File: config.mk
export PLATFORM = sky130hd
export DESIGN_NAME = imm_decode_stage
export DESIGN_NICKNAME = d
export VERILOG_FILES = /design/src/rtl/imm_decode_stage_pkg.sv /design/src/rtl/imm_decode_stage_imm_extract.sv /design/src/rtl/imm_decode_stage.sv
export SDC_FILE = /design/constraint.sdc
export NUM_CORES = 1
export LEC_CHECK = 0
export CAP_MARGIN = 20
export CORE_ASPECT_RATIO = 0.9
export CORE_UTILIZATION = 40
export DETAILED_ROUTE_END_ITERATION = 8
export GPL_ROUTABILITY_DRIVEN = 0
export PLACE_DENSITY = 0.65
export SLEW_MARGIN = 10
export SYNTH_ARGS = -nofsm -noshare
export SYNTH_HDL_FRONTEND = slang
export SYNTH_SLANG_ARGS = --single-unit
export TNS_END_PERCENT = 20
File: constraint.sdc
create_clock -name clk -period 2.55 [get_ports clk]
set_input_delay 0.51 -clock clk [delete_from_list [all_inputs] [get_ports clk]]
set_output_delay 0.51 -clock clk [all_outputs]
set_load 0.01 [all_outputs]
File: src/rtl/imm_decode_stage_pkg.sv
// Shared RISC-V decode definitions for the immediate-decode stage.
//   - base opcode constants (instr[6:0])
//   - immediate format codes carried on out_fmt
//   - small helper to recognise the OP-IMM shift funct3 encodings
// No ports: this is a package imported by imm_extract and imm_decode_stage.
package imm_decode_stage_pkg;

    localparam logic [6:0] OPC_LOAD      = 7'b0000011;
    localparam logic [6:0] OPC_OP_IMM    = 7'b0010011;
    localparam logic [6:0] OPC_AUIPC     = 7'b0010111;
    localparam logic [6:0] OPC_OP_IMM_32 = 7'b0011011;
    localparam logic [6:0] OPC_STORE     = 7'b0100011;
    localparam logic [6:0] OPC_OP        = 7'b0110011;
    localparam logic [6:0] OPC_LUI       = 7'b0110111;
    localparam logic [6:0] OPC_OP_32     = 7'b0111011;
    localparam logic [6:0] OPC_BRANCH    = 7'b1100011;
    localparam logic [6:0] OPC_JALR      = 7'b1100111;
    localparam logic [6:0] OPC_JAL       = 7'b1101111;
    localparam logic [6:0] OPC_SYSTEM    = 7'b1110011;

    typedef enum logic [2:0] {
        FMT_R = 3'd0,
        FMT_I = 3'd1,
        FMT_S = 3'd2,
        FMT_B = 3'd3,
        FMT_U = 3'd4,
        FMT_J = 3'd5,
        FMT_Z = 3'd6,
        FMT_X = 3'd7
    } imm_fmt_e;

    // SLLI (001) and SRLI/SRAI (101) carry a shift amount instead of an immediate.
    function automatic logic is_shift_funct3(input logic [2:0] funct3);
        return (funct3 == 3'b001) || (funct3 == 3'b101);
    endfunction

endpackage

File: src/rtl/imm_decode_stage_imm_extract.sv
// imm_extract: combinational immediate decoder.
// Classifies an instruction word into an immediate format and produces the
// XLEN-wide extended immediate, plus an illegal-opcode flag.
// Ports:
//   instr    in   32    instruction word
//   fmt      out  3     format code (imm_fmt_e encoding)
//   imm      out  XLEN  sign-/zero-extended immediate
//   illegal  out  1     opcode not recognised (includes instr[1:0] != 2'b11)
module imm_extract
    import imm_decode_stage_pkg::*;
#(
    parameter int XLEN    = 32,
    parameter bit ZIMM_EN = 1'b1
) (
    input  logic [31:0]     instr,
    output logic [2:0]      fmt,
    output logic [XLEN-1:0] imm,
    output logic            illegal
);

    logic [6:0] opcode;
    logic [2:0] funct3;

    // Raw immediate fields, declared signed so a size cast sign-extends them.
    logic signed [11:0] i_field;
    logic signed [11:0] s_field;
    logic signed [12:0] b_field;
    logic signed [31:0] u_field;
    logic signed [20:0] j_field;

    assign opcode  = instr[6:0];
    assign funct3  = instr[14:12];
    assign i_field = instr[31:20];
    assign s_field = {instr[31:25], instr[11:7]};
    assign b_field = {instr[31], instr[7], instr[30:25], instr[11:8], 1'b0};
    assign u_field = {instr[31:12], 12'b0};
    assign j_field = {instr[31], instr[19:12], instr[20], instr[30:21], 1'b0};

    always_comb begin
        fmt     = FMT_X;
        imm     = '0;
        illegal = 1'b0;
        // Opcodes with instr[1:0] != 2'b11 never match below, so they fall
        // into the illegal default.
        case (opcode)
            OPC_OP_IMM: begin
                fmt = FMT_I;
                if (is_shift_funct3(funct3)) begin
                    if (XLEN == 64) imm = XLEN'(instr[25:20]);
                    else            imm = XLEN'(instr[24:20]);
                end else begin
                    imm = XLEN'(i_field);
                end
            end
            OPC_LOAD, OPC_JALR: begin
                fmt = FMT_I;
                imm = XLEN'(i_field);
            end
            OPC_OP_IMM_32: begin
                if (XLEN == 64) begin
                    fmt = FMT_I;
                    // Word shifts only ever use a 5-bit shift amount.
                    if (is_shift_funct3(funct3)) imm = XLEN'(instr[24:20]);
                    else                         imm = XLEN'(i_field);
                end else begin
                    illegal = 1'b1;
                end
            end
            OPC_STORE: begin
                fmt = FMT_S;
                imm = XLEN'(s_field);
            end
            OPC_BRANCH: begin
                fmt = FMT_B;
                imm = XLEN'(b_field);
            end
            OPC_LUI, OPC_AUIPC: begin
                fmt = FMT_U;
                imm = XLEN'(u_field);
            end
            OPC_JAL: begin
                fmt = FMT_J;
                imm = XLEN'(j_field);
            end
            OPC_SYSTEM: begin
                if (ZIMM_EN && funct3[2]) begin
                    fmt = FMT_Z;
                    imm = XLEN'(instr[19:15]);
                end else begin
                    // CSR address is an unsigned 12-bit number.
                    fmt = FMT_I;
                    imm = XLEN'(instr[31:20]);
                end
            end
            OPC_OP: begin
                fmt = FMT_R;
            end
            OPC_OP_32: begin
                if (XLEN == 64) fmt = FMT_R;
                else            illegal = 1'b1;
            end
            default: begin
                illegal = 1'b1;
            end
        endcase
    end

endmodule

File: src/rtl/imm_decode_stage.sv
// imm_decode_stage: registered, flow-controlled immediate decode between
// fetch and register-read. Decodes on the input path and stores decoded
// results in a 2-entry FIFO whose head drives out_*.
// Handshake: a transfer happens on a rising edge where valid & ready are both
// high; valid never depends on ready, and a presented entry holds every out_*
// value stable until it is taken.
// Ports:
//   clk, rst_n       clock (rising edge), asynchronous active-low reset
//   flush            synchronous kill of all buffered entries (highest priority)
//   in_valid/ready   upstream handshake; in_instr, in_pc carried with it
//   out_valid/ready  downstream handshake
//   out_imm, out_fmt, out_pc, out_illegal   decoded head entry
module imm_decode_stage
    import imm_decode_stage_pkg::*;
#(
    parameter int XLEN    = 32,
    parameter bit ZIMM_EN = 1'b1
) (
    input  logic            clk,
    input  logic            rst_n,
    input  logic            flush,
    input  logic            in_valid,
    output logic            in_ready,
    input  logic [31:0]     in_instr,
    input  logic [XLEN-1:0] in_pc,
    output logic            out_valid,
    input  logic            out_ready,
    output logic [XLEN-1:0] out_imm,
    output logic [2:0]      out_fmt,
    output logic [XLEN-1:0] out_pc,
    output logic            out_illegal
);

    logic [2:0]      dec_fmt;
    logic [XLEN-1:0] dec_imm;
    logic            dec_illegal;

    imm_extract #(
        .XLEN    (XLEN),
        .ZIMM_EN (ZIMM_EN)
    ) u_imm_extract (
        .instr   (in_instr),
        .fmt     (dec_fmt),
        .imm     (dec_imm),
        .illegal (dec_illegal)
    );

    logic [XLEN-1:0] imm_mem [2];
    logic [XLEN-1:0] pc_mem  [2];
    logic [2:0]      fmt_mem [2];
    logic            ill_mem [2];

    logic       rd_ptr;
    logic       wr_ptr;
    logic [1:0] count;
    logic [1:0] count_next;
    logic       ready_q;
    logic       push;
    logic       pop;

    assign in_ready  = ready_q;
    assign out_valid = (count != 2'd0);
    assign push      = in_valid & ready_q & ~flush;
    assign pop       = out_valid & out_ready & ~flush;

    always_comb begin
        count_next = count;
        if (flush) begin
            count_next = 2'd0;
        end else begin
            case ({push, pop})
                2'b10:   count_next = count + 2'd1;
                2'b01:   count_next = count - 2'd1;
                default: count_next = count;
            endcase
        end
    end

    always_ff @(posedge clk or negedge rst_n) begin
        if (!rst_n) begin
            rd_ptr  <= 1'b0;
            wr_ptr  <= 1'b0;
            count   <= 2'd0;
            ready_q <= 1'b0;
            for (int i = 0; i < 2; i++) begin
                imm_mem[i] <= '0;
                pc_mem[i]  <= '0;
                fmt_mem[i] <= FMT_R;
                ill_mem[i] <= 1'b0;
            end
        end else begin
            // in_ready is the registered complement of "full next cycle".
            ready_q <= (count_next != 2'd2);
            count   <= count_next;
            if (flush) begin
                // Empty the FIFO by collapsing the write pointer onto the head;
                // the head slot is untouched so out_imm/fmt/pc keep their value.
                wr_ptr <= rd_ptr;
            end else begin
                if (push) begin
                    imm_mem[wr_ptr] <= dec_imm;
                    pc_mem[wr_ptr]  <= in_pc;
                    fmt_mem[wr_ptr] <= dec_fmt;
                    ill_mem[wr_ptr] <= dec_illegal;
                    wr_ptr          <= ~wr_ptr;
                end
                if (pop) begin
                    rd_ptr <= ~rd_ptr;
                end
            end
        end
    end

    assign out_imm     = imm_mem[rd_ptr];
    assign out_pc      = pc_mem[rd_ptr];
    assign out_fmt     = fmt_mem[rd_ptr];
    assign out_illegal = ill_mem[rd_ptr];

endmodule

### After elaboration in Yosys (flattened, before gate mapping)

Index checks and enable logic that the tools add are counted.

* memory bits (read-only): 0
* RAM bits: 0
* word-level logic and storage cells: 83
* register bits: 141
* output and inout bits: 70
* input bits: 69
* memories kept: 0
* bits in latches: 0

* $mul: 0
* muxes and demuxes: 32
* bitwise operators: 9
* shifts and indexed selects: 0
* $add $sub $neg: 2
* eq/ne operators: 15
* reductions and logical operators: 10
* order comparisons: 3
* div/mod/pow operators: 0

Operator list (number)
* $mux W32: 8
* $pmux W32 S7: 1
* $bwmux W64: 2
* $demux W32 S1: 1
* $eq A7 B7 Y1 const B: 4
* $eq A7 B6 Y1 const B: 3
* $pmux W3 S7: 1
* $mux W3: 5
* $eq A7 B5 Y1 const B: 2
* $mux W12: 1
* $reduce_or A10 Y1: 1
* $eq A7 B2 Y1 const B: 1
* $mux W1: 7
* $bwmux W6: 1
* $and A1 B1 Y1: 4
* $ge A2 B2 Y1 const B: 2
* $not A1 Y2: 2
* $pmux W2 S2: 1
* $reduce_and A2 Y1: 2
* $reduce_bool A2 Y1: 2
* $reduce_or A2 Y1: 2
* $demux W3 S1: 1
* $eq A3 B1 Y1 const B: 1
* $eq A3 B3 Y1 const B: 1
* 13 further kinds: 15

### Depth between registers and ports, before layout

* depth in word-level cells: 7
* mapped depth: 8
* mapped depth without buffers: 8

### Modules after synthesis

Synthesis repeated with hierarchy kept, for this count alone.

* cells, all modules: 479
* area total of the unflattened synthesis: 6776.5 um2

By module, submodules not included
* imm_decode_stage: area each 6134.6 um2, sequential area each 3528.4 um2, instances 1, cells each 388
* imm_extract: area each 641.9 um2, sequential area each 0.0 um2, instances 1, cells each 91

### Worst setup path before layout

Ideal clock, no wire load.

* path type: reg-to-reg
* start: register count[0]
* end: register ready_q, in the netlist in_ready
* setup time: 0.130 ns
* setup slack: 0.632 ns
* path buffers: 0
* clock period less this slack: 1.918 ns
* arrival time: 1.788 ns
* required time: 2.420 ns
* stages on the path, launching flop included: 7
* path through: dfrtp_1 > or2_2 > and3b_1 > ha_1 > or3_1 > a21oi_1 > o21ai_0

* word-level cells in the longest chain between the ends: 7
* elaborated cells on any way between the ends: 10
* those cells by class: add/sub: 2; eq/ne: 3; mux: 2; bitwise: 2; reduce/logical: 1

Ends and longest elaborated chain
* start, declared: RTL line imm_decode_stage.sv:55 `logic [1:0] count;`
* start signal, assigned: RTL line imm_decode_stage.sv:94 `count <= count_next;`
* $reduce_bool A2 Y1 *: RTL line imm_decode_stage.sv:62 `assign out_valid = (count != 2'd0);`
* named net out_valid: RTL line imm_decode_stage.sv:26 `output logic out_valid,`
* $and A1 B1 Y1 * (2 in a row): RTL line imm_decode_stage.sv:64 `assign pop = out_valid & out_ready & ~flush;`
* $eq A2 B1 Y1 or $eq A2 B2 Y1 (tied branches): RTL line imm_decode_stage.sv:71 `case ({push, pop})`
* $pmux W2 S2 *: RTL line imm_decode_stage.sv:71
* $mux W2 *: RTL line imm_decode_stage.sv:68 `if (flush) begin`
* named net count_next[1]: RTL line imm_decode_stage.sv:56 `logic [1:0] count_next;`
* $ne A2 B2 Y1 *: RTL line imm_decode_stage.sv:93 `ready_q <= (count_next != 2'd2);`
* end signal, assigned: RTL line imm_decode_stage.sv:93
* end, declared: RTL line imm_decode_stage.sv:57 `logic ready_q;`

The timed path passes the listed nets; every way through them passes the cells marked *.
A chain may end at the register's enable or synchronous reset.

### Worst setup path after layout

* start: register rd_ptr
* end: output out_imm[12]

* word-level cells in the longest chain between the ends: 4

Ends and longest elaborated chain
* start, declared: RTL line imm_decode_stage.sv:53 `logic rd_ptr;`
* start signal, assigned: RTL line imm_decode_stage.sv:108 `rd_ptr <= ~rd_ptr;`
* $not A1 Y2 (not written as such): RTL line imm_decode_stage.sv:114 `assign out_imm = imm_mem[rd_ptr];`
* $mux W32 (not written as such) (3 in a row): RTL line imm_decode_stage.sv:114
* end, declared: RTL line imm_decode_stage.sv:28 `output logic [XLEN-1:0] out_imm,`

No other way between the ends. The select of a mux whose other input is x is not followed.

==> flow_summary.yaml <==
drt:
  wl_mm: 17.84
  avgRoutedWirePerCell_um: 16.51
  drt-pass1-iter-count: 5
  num_vias: 5644
  drc: 0
  ant_nets: 0
  viasPerCell: 5.221
  drt-initial-drc-count: 335
timing:
  slew_headroom_pct: 42.88
  rsz0062_at_grt: "false"
  finalHoldViolCount: 0
  fin_crit_sh_pct: 96.87
  tightest_slew_ns: 0.8568
  min_period_ns: 2.470
  max_freq_ghz: 0.4048
  slew_violations: 0
  fin_skew_ns: 0.005796
  setup_viol: 0
logic_synthesis:
  synth_area_um2: 6651
  ys_seq_area_share_pct: 53.05
  synth_nets: 796
  ys_ff_latch: 141
  avgSynthCellArea_um2: 9.162
  yosysWarningCount: 0
  syn_inst: 726
  synth_cell_types: 43
floorplanning:
  ios: 139
  initial_core_util_pct: 41.09
  die_area_um2: 17150
  coreArea_um2: 16190
  die_h_um: 124.3
  core.rowCount: 44
  die_w_um: 137.9
power_and_ir_drop:
  pwr-share-comb_pct: 42.1
  seqPwrFrac_pct: 34.8
  powerDensity_nw_per_um2: 1170
  p_leak_nw: 4.015
  clock_power_share_pct: 23.1
  p_switching_mw: 3.408
  swShare_pct: 32.50
  cellInternalPower_mw: 7.078
  ir_drop_mv: 0.7406
grt:
  grt_pass1_vias: 5581
  grt_max_degree: 63
  antenna_found_initial: 0
  grt_overflow: 0
  grt_util_all_layers_pct: 21.83
  grt_pass1_wl_mm: 28.48
clocking:
  cts_buffers: 17
  clock-root-buffer: "clkbuf_16"
  cts_hold_buf: 0
  path_clk_slew_ns: 0.06
  post_cts_buffers: 0
  cts_tree: "done"
  cts_resized: 0
  cts_buffer_depth: 2
  clk_latency_ns: 0.42
  htree_levels: 4
  clock_sinks: 141
setup_path:
  r2r_slack_ns: 0.53
  path_cells: "buf_12, mux2_2, clkdlybuf4s50_1"
  critical_path_required_ns: 2.04
  critical_path_class: "reg2out"
  max_stage_delay_ns: 0.52
  end_kind: "output pin"
  crit_buf_inv: 2
  cp_max_fo: 36
  critical_path.slowest_cell: "clkdlybuf4s50_1"
  crit_family: "buffers and inverters"
  cp.arrival_ns: 1.96
  startpoint_type: "flop"
final_layout:
  syn_to_final_growth_pct: 34.74
  final_area_um2: 8962
  drive_gt1_share_pct: 16.36
  final_core_util_pct: 55.37
  fillCellCount: 1383
  nets: 931
  antenna_cells: 0
outcome:
  status: "completed"
placed_design:
  post-dp-hpwl_mm: 12.25
  numPortBuffers: 138
  place_area_um2: 8379
run:
  max_cap_viol_count: 0
min_path:
  hold_class: "in2async"
-- Yosys cell counts (all sizes together) --
cell type,number,area [um^2]
a22oi,2,15.01
o21bai,3,22.52
mux2,69,777.0
and4b,1,10.01
a211o,1,8.760
nand3b,1,7.510
o22ai,1,6.260
a21boi,1,7.510
and3b,3,26.28
inv,4,15.01
and2,4,25.02
nand4b,2,17.52
nor3b,1,7.510
nand2,249,939.7
or2,1,6.260
o31ai,1,12.51
a21oi,46,241.5
a31oi,21,131.4
nor4bb,2,20.02
clkbuf,31,116.4
nor2b,2,12.51
nand2b,6,37.54
ha,1,12.51
o32ai,1,16.27
o21ai,33,165.2
buf,17,81.33
a41oi,1,8.760
xor2,3,26.28
o311ai,1,16.27
or3,2,12.51
or4,1,11.26
a21o,1,7.510
nand3,7,35.03
dfrtp,141,3528
xnor2,1,8.760
nor2,59,226.5
nand4,5,31.28
-- path summary, 6_finish.rpt --
path                       startpoint           to  cells past startpoint
hold / removal                  rst_n  imm_mem[41]                      1
max in group asynchronous       rst_n   pc_mem[32]                      2
min in group clk           pc_mem[54]   pc_mem[54]                      2
hold reg to reg            pc_mem[54]   pc_mem[54]                      2
setup reg to reg             count[0]     in_ready                      6
setup / recovery               rd_ptr  out_imm[12]                      3
-- metal layers --
layer	up-vias	global-route usage [%]	share of wire, %
met5	-	0	0
met4	0	7.417	1.4
met3	22	4.843	5.5
met2	183	33.94	48
met1	2759	29.90	45
li1	2680	-	-
-- cells in the final DEF (no fill, tap or decap), drive strengths merged, types with 3 or more instances in the layout --
cell	netlist	routed
clkinv	0	8
and3b	3	3
nand3	7	7
a31oi	21	21
clkbuf	31	18
a21oi	46	46
nor2	59	59
xor2	3	3
buf	17	27
o21bai	3	3
mux2	69	69
and2	4	4
nand2	249	249
nand4	5	5
inv	4	6
clkdlybuf4s50	0	137
nand2b	6	6
dfrtp	141	141
o21ai	33	33
-- area by class of cell --
type / count / area (um^2) / share of cell area [%]
clock buffer: 18 / 439.2 / 4.900
timing repair buffer: 164 / 1653 / 18.44
clock inverter: 14 / 143.9 / 1.605
tap: 207 / 259.0 / 2.890
sequential: 141 / 3530 / 39.38
inverter: 4 / 15.01 / 0.1675
multi-input combinational: 533 / 2923 / 32.61
-- registers in the layout, summed over array words and instances (netlist names) --
| signal | cells |
|---|---|
| count | 2 |
| fmt_mem | 6 |
| ill_mem | 2 |
| imm_mem | 64 |
| in_ready | 1 |
| pc_mem | 64 |
| rd_ptr | 1 |
| wr_ptr | 1 |
-- stage by stage --
step	setup WS, ns	setup TNS, ns	cells	hold slack [ns]	total power, mW
finish	0.07985	0	1081	0.04842	10.49
global route	0.01845	0	1081	0.08491	11.13
CTS	0.05147	0	1081	0.06682	10.58
detailed placement	-0.007687	-0.007687	1049	0.4565	8.111
global placement	0.09463	0	1049	0.4514	7.946
floorplan	0.6323	0	726	0.2144	5.910
-- power by group through the flow --
stage	Sequential [mW]	Clock (mW)	Combinational, mW
final	3.65	2.42	4.41
after detailed placement	3.69	0	4.43
after floorplan	3.53	0	2.38
after global placement	3.62	0	4.33
after CTS	3.65	2.47	4.46
after global routing	3.77	2.58	4.78
-- kinds of logic (layout without fill, tap and decap cells) --
kind of cell / count (synthesis) / count (layout) / synth area share, %
AO/OA/AOI/OAI: 113 / 113 / 9.914
XOR/XNOR: 4 / 4 / 0.5268
adder cells (fa/ha/maj): 1 / 1 / 0.1881
buffers and inverters: 52 / 200 / 3.198
flip-flops: 141 / 141 / 53.05
multiplexers: 69 / 69 / 11.68
AND/OR/NAND/NOR: 346 / 346 / 21.44
Power figures use the tool's default switching activity.
